==> src/rtl/spi_pkg.sv <==
// Shared definitions for the SPI bus arbiter: state encoding, timing
// defaults and small helpers used by the arbiter and its bench.
package spi_pkg;

   // Arbiter states, exposed on the debug port so checkers can bind to them.
   typedef enum logic [2:0] {
      IDLE  = 3'd0,
      SETUP = 3'd1,
      READY = 3'd2,
      START = 3'd3,
      XFER  = 3'd4,
      HOLD  = 3'd5
   } spi_state_t;

   // Default timing, in clk cycles.
   localparam int CS_SETUP_DEF    = 2;
   localparam int CS_HOLD_DEF     = 2;
   localparam int ACK_TIMEOUT_DEF = 16;

   // Largest of three values; sizes the shared down-counter.
   function automatic int max3(input int a, input int b, input int c);
      int m;
      m = a;
      if (b > m) m = b;
      if (c > m) m = c;
      return m;
   endfunction

   // One-hot select of a client (bit N for client N).
   function automatic logic [1:0] client_onehot(input logic c);
      return c ? 2'b10 : 2'b01;
   endfunction

endpackage

==> src/rtl/spi_arbiter.sv <==
// Two-client arbiter in front of a single spi_master byte interface.
// Grants the bus round-robin, frames each grant with its own chip select
// (setup and hold time around the bytes), and forwards one byte at a time.
//
// Handshakes:
//   client side : reqN held high for the whole transaction; gntN marks
//                 ownership. A byte is accepted only when rdyN is high and
//                 wrN is strobed for one cycle (dinN sampled with it); the
//                 reply is valid on dout in the cycle doneN pulses.
//   master side : m_write is held high until m_busy is sampled high (the
//                 master accepted the byte); the byte is finished when
//                 m_busy is next sampled low, and m_dout is captured then.
//                 If m_busy never rises within ACK_TIMEOUT cycles the byte
//                 is abandoned, err pulses, and the chip select is released.
module spi_arbiter
   import spi_pkg::*;
#(
   parameter int CS_SETUP    = CS_SETUP_DEF,
   parameter int CS_HOLD     = CS_HOLD_DEF,
   parameter int ACK_TIMEOUT = ACK_TIMEOUT_DEF
) (
   input  logic       clk,
   input  logic       reset,
   input  logic       req0,
   input  logic       req1,
   output logic       gnt0,
   output logic       gnt1,
   input  logic       wr0,
   input  logic       wr1,
   input  logic [7:0] din0,
   input  logic [7:0] din1,
   output logic       rdy0,
   output logic       rdy1,
   output logic       done0,
   output logic       done1,
   output logic [7:0] dout,
   output logic       err,
   output logic [7:0] m_din,
   output logic       m_write,
   input  logic       m_busy,
   input  logic [7:0] m_dout,
   output logic [1:0] cs_n,
   output spi_state_t dbg_state
);

   localparam int CNT_MAX = max3(CS_SETUP, CS_HOLD, ACK_TIMEOUT);
   localparam int CNT_W   = (CNT_MAX < 2) ? 1 : $clog2(CNT_MAX + 1);

   spi_state_t       state;
   logic [CNT_W-1:0] cnt;        // shared by setup, hold and ack timeout
   logic             owner;      // client currently holding the bus
   logic             last_grant; // client granted most recently
   logic [1:0]       gnt;
   logic [1:0]       rdy;
   logic [1:0]       done;

   logic             next_owner;
   logic             req_sel;
   logic             wr_sel;
   logic [7:0]       din_sel;
   logic             cnt_last;

   // Round-robin pick: under contention the client not granted last wins.
   assign next_owner = (req0 && req1) ? ~last_grant : req1;

   // Inputs of the owning client; the other client's strobes never reach the FSM.
   assign req_sel  = owner ? req1 : req0;
   assign wr_sel   = owner ? wr1  : wr0;
   assign din_sel  = owner ? din1 : din0;

   // A count of 0 or 1 ends the phase, so a zero parameter still lasts one cycle.
   assign cnt_last = (cnt <= CNT_W'(1));

   assign gnt0      = gnt[0];
   assign gnt1      = gnt[1];
   assign rdy0      = rdy[0];
   assign rdy1      = rdy[1];
   assign done0     = done[0];
   assign done1     = done[1];
   assign dbg_state = state;

   // Arbiter FSM with all client and master outputs registered.
   always_ff @(posedge clk or posedge reset) begin
      if (reset) begin
         state      <= IDLE;
         cnt        <= '0;
         owner      <= 1'b0;
         last_grant <= 1'b1;
         gnt        <= 2'b00;
         rdy        <= 2'b00;
         done       <= 2'b00;
         err        <= 1'b0;
         cs_n       <= 2'b11;
         m_write    <= 1'b0;
         m_din      <= 8'h00;
         dout       <= 8'h00;
      end else begin
         done <= 2'b00;
         err  <= 1'b0;
         case (state)
            IDLE: begin
               if (req0 || req1) begin
                  owner      <= next_owner;
                  last_grant <= next_owner;
                  gnt        <= client_onehot(next_owner);
                  cs_n       <= ~client_onehot(next_owner);
                  cnt        <= CNT_W'(CS_SETUP);
                  state      <= SETUP;
               end
            end
            SETUP: begin
               if (cnt_last) begin
                  rdy   <= client_onehot(owner);
                  state <= READY;
               end else begin
                  cnt <= cnt - CNT_W'(1);
               end
            end
            READY: begin
               // A write beats a dropped request in the same cycle.
               if (wr_sel) begin
                  m_din   <= din_sel;
                  m_write <= 1'b1;
                  rdy     <= 2'b00;
                  cnt     <= CNT_W'(ACK_TIMEOUT);
                  state   <= START;
               end else if (!req_sel) begin
                  rdy   <= 2'b00;
                  cnt   <= CNT_W'(CS_HOLD);
                  state <= HOLD;
               end
            end
            START: begin
               if (m_busy) begin
                  m_write <= 1'b0;
                  state   <= XFER;
               end else if (cnt_last) begin
                  m_write <= 1'b0;
                  err     <= 1'b1;
                  cnt     <= CNT_W'(CS_HOLD);
                  state   <= HOLD;
               end else begin
                  cnt <= cnt - CNT_W'(1);
               end
            end
            XFER: begin
               // A request dropped mid-byte only takes effect once the byte is done.
               if (!m_busy) begin
                  dout <= m_dout;
                  done <= client_onehot(owner);
                  if (req_sel) begin
                     rdy   <= client_onehot(owner);
                     state <= READY;
                  end else begin
                     cnt   <= CNT_W'(CS_HOLD);
                     state <= HOLD;
                  end
               end
            end
            HOLD: begin
               // Release lands in IDLE, which always lasts a cycle before the next grant.
               if (cnt_last) begin
                  cs_n  <= 2'b11;
                  gnt   <= 2'b00;
                  state <= IDLE;
               end else begin
                  cnt <= cnt - CNT_W'(1);
               end
            end
            default: begin
               state <= IDLE;
            end
         endcase
      end
   end

endmodule

==> config.mk <==
export PLATFORM = sky130hd
export DESIGN_NAME = spi_arbiter
export DESIGN_NICKNAME = d
export VERILOG_FILES = /design/src/rtl/spi_pkg.sv /design/src/rtl/spi_arbiter.sv
export SDC_FILE = /design/constraint.sdc
export NUM_CORES = 1
export LEC_CHECK = 0
export ABC_AREA = 1
export ABC_CLOCK_PERIOD_IN_PS = 1380
export CAP_MARGIN = 5
export CELL_PAD_IN_SITES_DETAIL_PLACEMENT = 2
export CELL_PAD_IN_SITES_GLOBAL_PLACEMENT = 2
export CORE_MARGIN = 5
export CORE_UTILIZATION = 23
export DETAILED_ROUTE_END_ITERATION = 8
export PLACE_DENSITY_LB_ADDON = 0.1
export SLEW_MARGIN = 10
export SYNTH_ARGS = -nofsm -noshare
export SYNTH_HDL_FRONTEND = slang
export SYNTH_SLANG_ARGS = --single-unit
==> constraint.sdc <==
create_clock -name clk -period 1.38 [get_ports clk]
set_input_delay 0.207 -clock clk [delete_from_list [all_inputs] [get_ports clk]]
set_output_delay 0.207 -clock clk [all_outputs]
set_load 0.005 [all_outputs]
== After elaboration in Yosys (flattened, before gate mapping) ==
Index checks and enable logic that the tools add are counted.
W data, S select, Z words.
Word-level totals
  flip-flop bits (word level): 36
  input port bits: 31
  output and inout bits: 29
  logic and storage cells: 93
Cells by class
  add/sub/neg operators: 1
  order comparisons: 1
  equality and inequality tests: 15
  muxes and demuxes: 45
  bitwise gates (word level): 3
  reductions and logical operators: 16
Operators with widths (count)
  $mux W5: 7
  $mux W3: 9
  $mux W2: 13
  $pmux W5 S5: 1
  $pmux W3 S6: 1
  $ne A2 B2 Y1 const B: 8
  $reduce_and A5 Y1: 2
  $mux W1: 9
  $mux W8: 1
  $pmux W2 S2: 2
  $eq A3 B2 Y1 const B: 2
  $eq A3 B3 Y1 const B: 2
  $ne A3 B3 Y1 const B: 2
  $pmux W2 S3: 1
  $reduce_and A2 Y1: 3
  $reduce_and A3 Y1: 2
  $reduce_and A6 Y1: 1
  $le A5 B1 Y1 const B: 1
  $reduce_bool A5 Y1: 1
  $sub A5 B1 Y5 const B: 1
  $reduce_bool A2 Y1: 2
  $eq A3 B1 Y1 const B: 1
  $logic_not A3 Y1: 1
  $reduce_bool A3 Y1: 1
  other kinds (6): 7

== Depth between registers and ports, before layout ==
  depth after elaboration: 6
  depth in mapped cells: 10

== Worst setup path after synthesis ==
OpenSTA, ideal clock, no wires.
  path kind: register to register
  from: register cnt[0]
  to: register cnt[1]
  arrival: 1.384 ns
  data required time: 1.315 ns
  path slack: -0.069 ns
  stages on the path, launching flop included: 8
  path buffers: 0
  clock period less this slack: 1.449 ns
  cell sequence: dfrtp_1 > ha_1 > o21bai_1 > nand2_1 > nor2_1 > nor3_4 > nand2_1 > nand2_1
Between the ends
  longest elaborated chain between the ends: 4
RTL lines
  from (decl): RTL line spi_arbiter.sv:50  | logic [CNT_W-1:0] cnt;
  from (signal assigned): RTL line spi_arbiter.sv:107  | cnt <= CNT_W'(CS_SETUP);
  from (signal assigned): RTL line spi_arbiter.sv:116  | cnt <= cnt - CNT_W'(1);
  from (signal assigned): RTL line spi_arbiter.sv:125  | cnt <= CNT_W'(ACK_TIMEOUT);
  $sub A5 B1 Y5 / $le A5 B1 Y1 (equally long branches)
  $mux W5: RTL line spi_arbiter.sv:137  | end else if (cnt_last) begin
  $mux W5: RTL line spi_arbiter.sv:134  | if (m_busy) begin
  $pmux W5 S5: RTL line spi_arbiter.sv:100  | case (state)
Several ways; a longest one is shown, not always the timed one. The select of a mux whose other input is x is not followed.
A chain may end at the register's enable or synchronous reset.

== Worst setup path after layout ==
  from: register cnt[1]
  to: register state[2] (netlist: dbg_state[2])
Between the ends
  longest elaborated chain between the ends: 3
RTL lines
  $le A5 B1 Y1 *: RTL line spi_arbiter.sv:72  | assign cnt_last = (cnt <= CNT_W'(1));
  $ne A3 B3 Y1 (no line) / $ne A2 B2 Y1 (equally long branches)
  $reduce_and A6 Y1 (no line) *
  to (signal assigned): RTL line spi_arbiter.sv:85  | state <= IDLE;
  to (signal assigned): RTL line spi_arbiter.sv:108  | state <= SETUP;
  to (signal assigned): RTL line spi_arbiter.sv:114  | state <= READY;
  to (decl): RTL line spi_arbiter.sv:49  | spi_state_t state;
Mark *: on every way between the ends. The rest lies on a longest branch, timed or not.

==> impl_metrics.yaml <==
sta:
  setup_tns_ps: -1000
  fin_crit_ps: 1530
  max_freq_ghz: 0.654
  fin_skew_ps: 7.20
  rsz0062_at_grt: "true"
  worst_slew_pin_slew_ps: 250
  setup_viol: 14
  finalHoldViolCount: 0
  fin_ws_ps: -149
  period_share_pct: 111
  max_slew_margin_pct: 83.3
  drv_slew: 0
setup_path:
  cp-start-kind: "flip-flop"
  endpoint_kind: "flip-flop"
  required_ps: 1570
  path_max_fanout: 5
  crit_type: "flip-flop to flip-flop"
  cp_data_arrival_time_ps: 1720
power_and_ir_drop:
  peakVddDrop_mv: 0.634
  p_total_mw: 8.31
  powerDensity_mw_per_mm2: 2330
  leakage_nw: 1.82
logic_synthesis:
  synth.cell_area_mm2: 0.00198
  synth_top_family_by_area: "simple AND/OR/NAND/NOR gates"
  netlist_top_cells_area: "dfrtp_1, nand2_1, nor2_1, mux2_2, dfstp_2"
  syn_area_per_cell_um2: 7.79
  synth-simple-area-share_pct: 34.5
  synthXorXnorAreaFrac_pct: 1.33
  yosysTopAreaCell: "dfrtp_1"
  synth_top_area_share_pct: 41.7
  synth_cell_type_count: 26
  synthCells: 254
  synth_compound_area_share_pct: 6.77
  synth_sequential_area_ratio_pct: 45.7
  synthAdderAreaFrac_pct: 1.27
  yosys_register_bits: 36
  muxShareOfSynthArea_pct: 4.55
  syn-num-nets: 287
  yosysWarnings: 0
place:
  port_buffers: 59
  gp_congestion: 0.784
  placedCellCount: 461
  dpl.hpwl_mm: 5.59
  dpl_cell_area_mm2: 0.00308
cells_and_area:
  fin_util_pct: 43.0
  antenna_cells: 0
  nNetsFinal: 413
  drive_gt1_share_pct: 40.2
  multi_input_area_mm2: 0.00120
  fin_cells: 486
  filler_cell_count: 937
  final_cell_mix: "nand2_1, buf_4, clkdlybuf4s50_1"
  final_common_cell: "nand2_1"
  register_area_um2: 910
  area_delta_synth_final_pct: 80.5
  stdcell_area_mm2: 0.00357
cts:
  clk_pin_slew_ps: 80
  cts_tree: "done"
  numCtsBuffers: 5
  clockRootBuffer: "clkbuf_8"
  ctsLongestPathBuffers: 2
  cts.sinks: 36
  htreeDepth: 2
  clk_latency_ps: 300
global_route:
  antenna_found_initial: 0
  grt_usage_pct: 15.3
  grt_pass1_wl_mm: 12.6
  grt_pass1_vias: 2546
  grt_max_degree: 37
  grt_overflow: 0
outcome:
  violations: "negative setup slack"
  status: "complete, but fails checks"
floorplanning:
  ios: 60
  core_mm2: 0.00830
  row_count: 33
  start_util_pct: 23.8
  fp.dieW_um: 103
  die_h_um: 103
  fp.dieArea_mm2: 0.0106
route:
  num_vias: 2192
  detail_route.drc_violations: 0
  ant_nets: 0
  wl_per_cell_um: 16.0
  drt_first_iter_violations: 35
  wirelength_mm: 7.78
  firstDrtPassIters: 4
  viasPerCell: 4.51
min_path:
  min_path_type: "input port to asynchronous set/reset pin"
run:
  drv_cap: 0
## synthesized netlist by cell type, drive strengths merged
library cell and instances:
xor2 3, nand3b 1, inv 26, nor2 38
dfrtp 33, dfstp 3, ha 2, nand3 14
mux2 8, nand4 1, nand2 101, nor3 1
a31oi 8, a21oi 4, clkbuf 2, o21ai 6
o21bai 2, buf 1
## cells by family after synthesis
family | count (synthesis)
xor+xnor | 3
fa+ha+maj | 2
simple gates | 156
flops | 36
mux | 8
compound gates | 20
buf+inv | 29
## repair_timing
item | 4_1_cts | 5_1_grt
gates cloned | 1 | 0
pin swaps | 19 | 24
setup endpoints to repair | 58 | 39
resized for setup | 69 | 48
buffers inserted | 9 | 10
hold endpoints to repair | 0 | 0
hold buffers | 0 | 0
## final cells by class
type	count	share of cell area (%)
multi-input cells	190	33.6
flip-flops and latches	36	25.5
well taps	105	3.68
repair buffers	121	31.5
inverters	26	3.15
clock buffers	7	2.42
clock inverters	1	0.210
## per-layer routing
metal  global-route usage, %  wire length (um)
met5                       0                 0
met2                    27.0              3980
met4                    3.88                85
met1                    18.1              3240
met3                    4.67               473
## flip-flops by register name (all words and copies together), names as in the netlist, 2 cells and up
signal     cells
gnt            2
cnt            5
dout           8
cs_n           2
rdy            2
dbg_state      3
done           2
m_din          8
## worst max-delay path, cell delays in order, from the launching register on
cell	delay (ps)
dfrtp_1	420
inv_2	100
ha_4	140
o21bai_4	120
nand2_4	120
buf_12	150
a21oi_4	180
nand2_2	90
nand2_1	70
nand2_1	50
## worst paths after layout
| path | from | end | slack [ps] | depth (start not counted) |
|---|---|---|---|---|
| worst max-delay path | cnt[1]$_DFFE_PP0P_ | dbg_state[2]$_DFFE_PP0P_ | -150 | 9 |
| worst min-delay path | reset | dout[0]$_DFFE_PP0P_ | 250 | 3 |
| worst max register to register | cnt[1]$_DFFE_PP0P_ | dbg_state[2]$_DFFE_PP0P_ | -150 | 9 |
| worst min register to register | last_grant$_DFFE_PP1P_ | last_grant$_DFFE_PP1P_ | 480 | 2 |
| max in group asynchronous | reset | last_grant$_DFFE_PP1P_ | 850 | 3 |
| min in group clk | din1[3] | m_din[3]$_DFFE_PP0P_ | 480 | 3 |
## where the power goes
part / internal [mW] / total [mW] / switching, mW / leakage, nW
Clock: 0.407 / 0.833 / 0.426 / 0.0445
Combinational: 2.72 / 5.56 / 2.84 / 1.34
Sequential: 1.58 / 1.92 / 0.340 / 0.432
## through the flow
stage                     hold WS, ps  worst slack [ps]
after floorplan                   273              18.5
after global placement            462              -208
after detailed placement          474              -254
after CTS                         264              -180
after global routing              296              -214
final                             253              -149
Note: power is estimated with default switching activity, not from simulation.
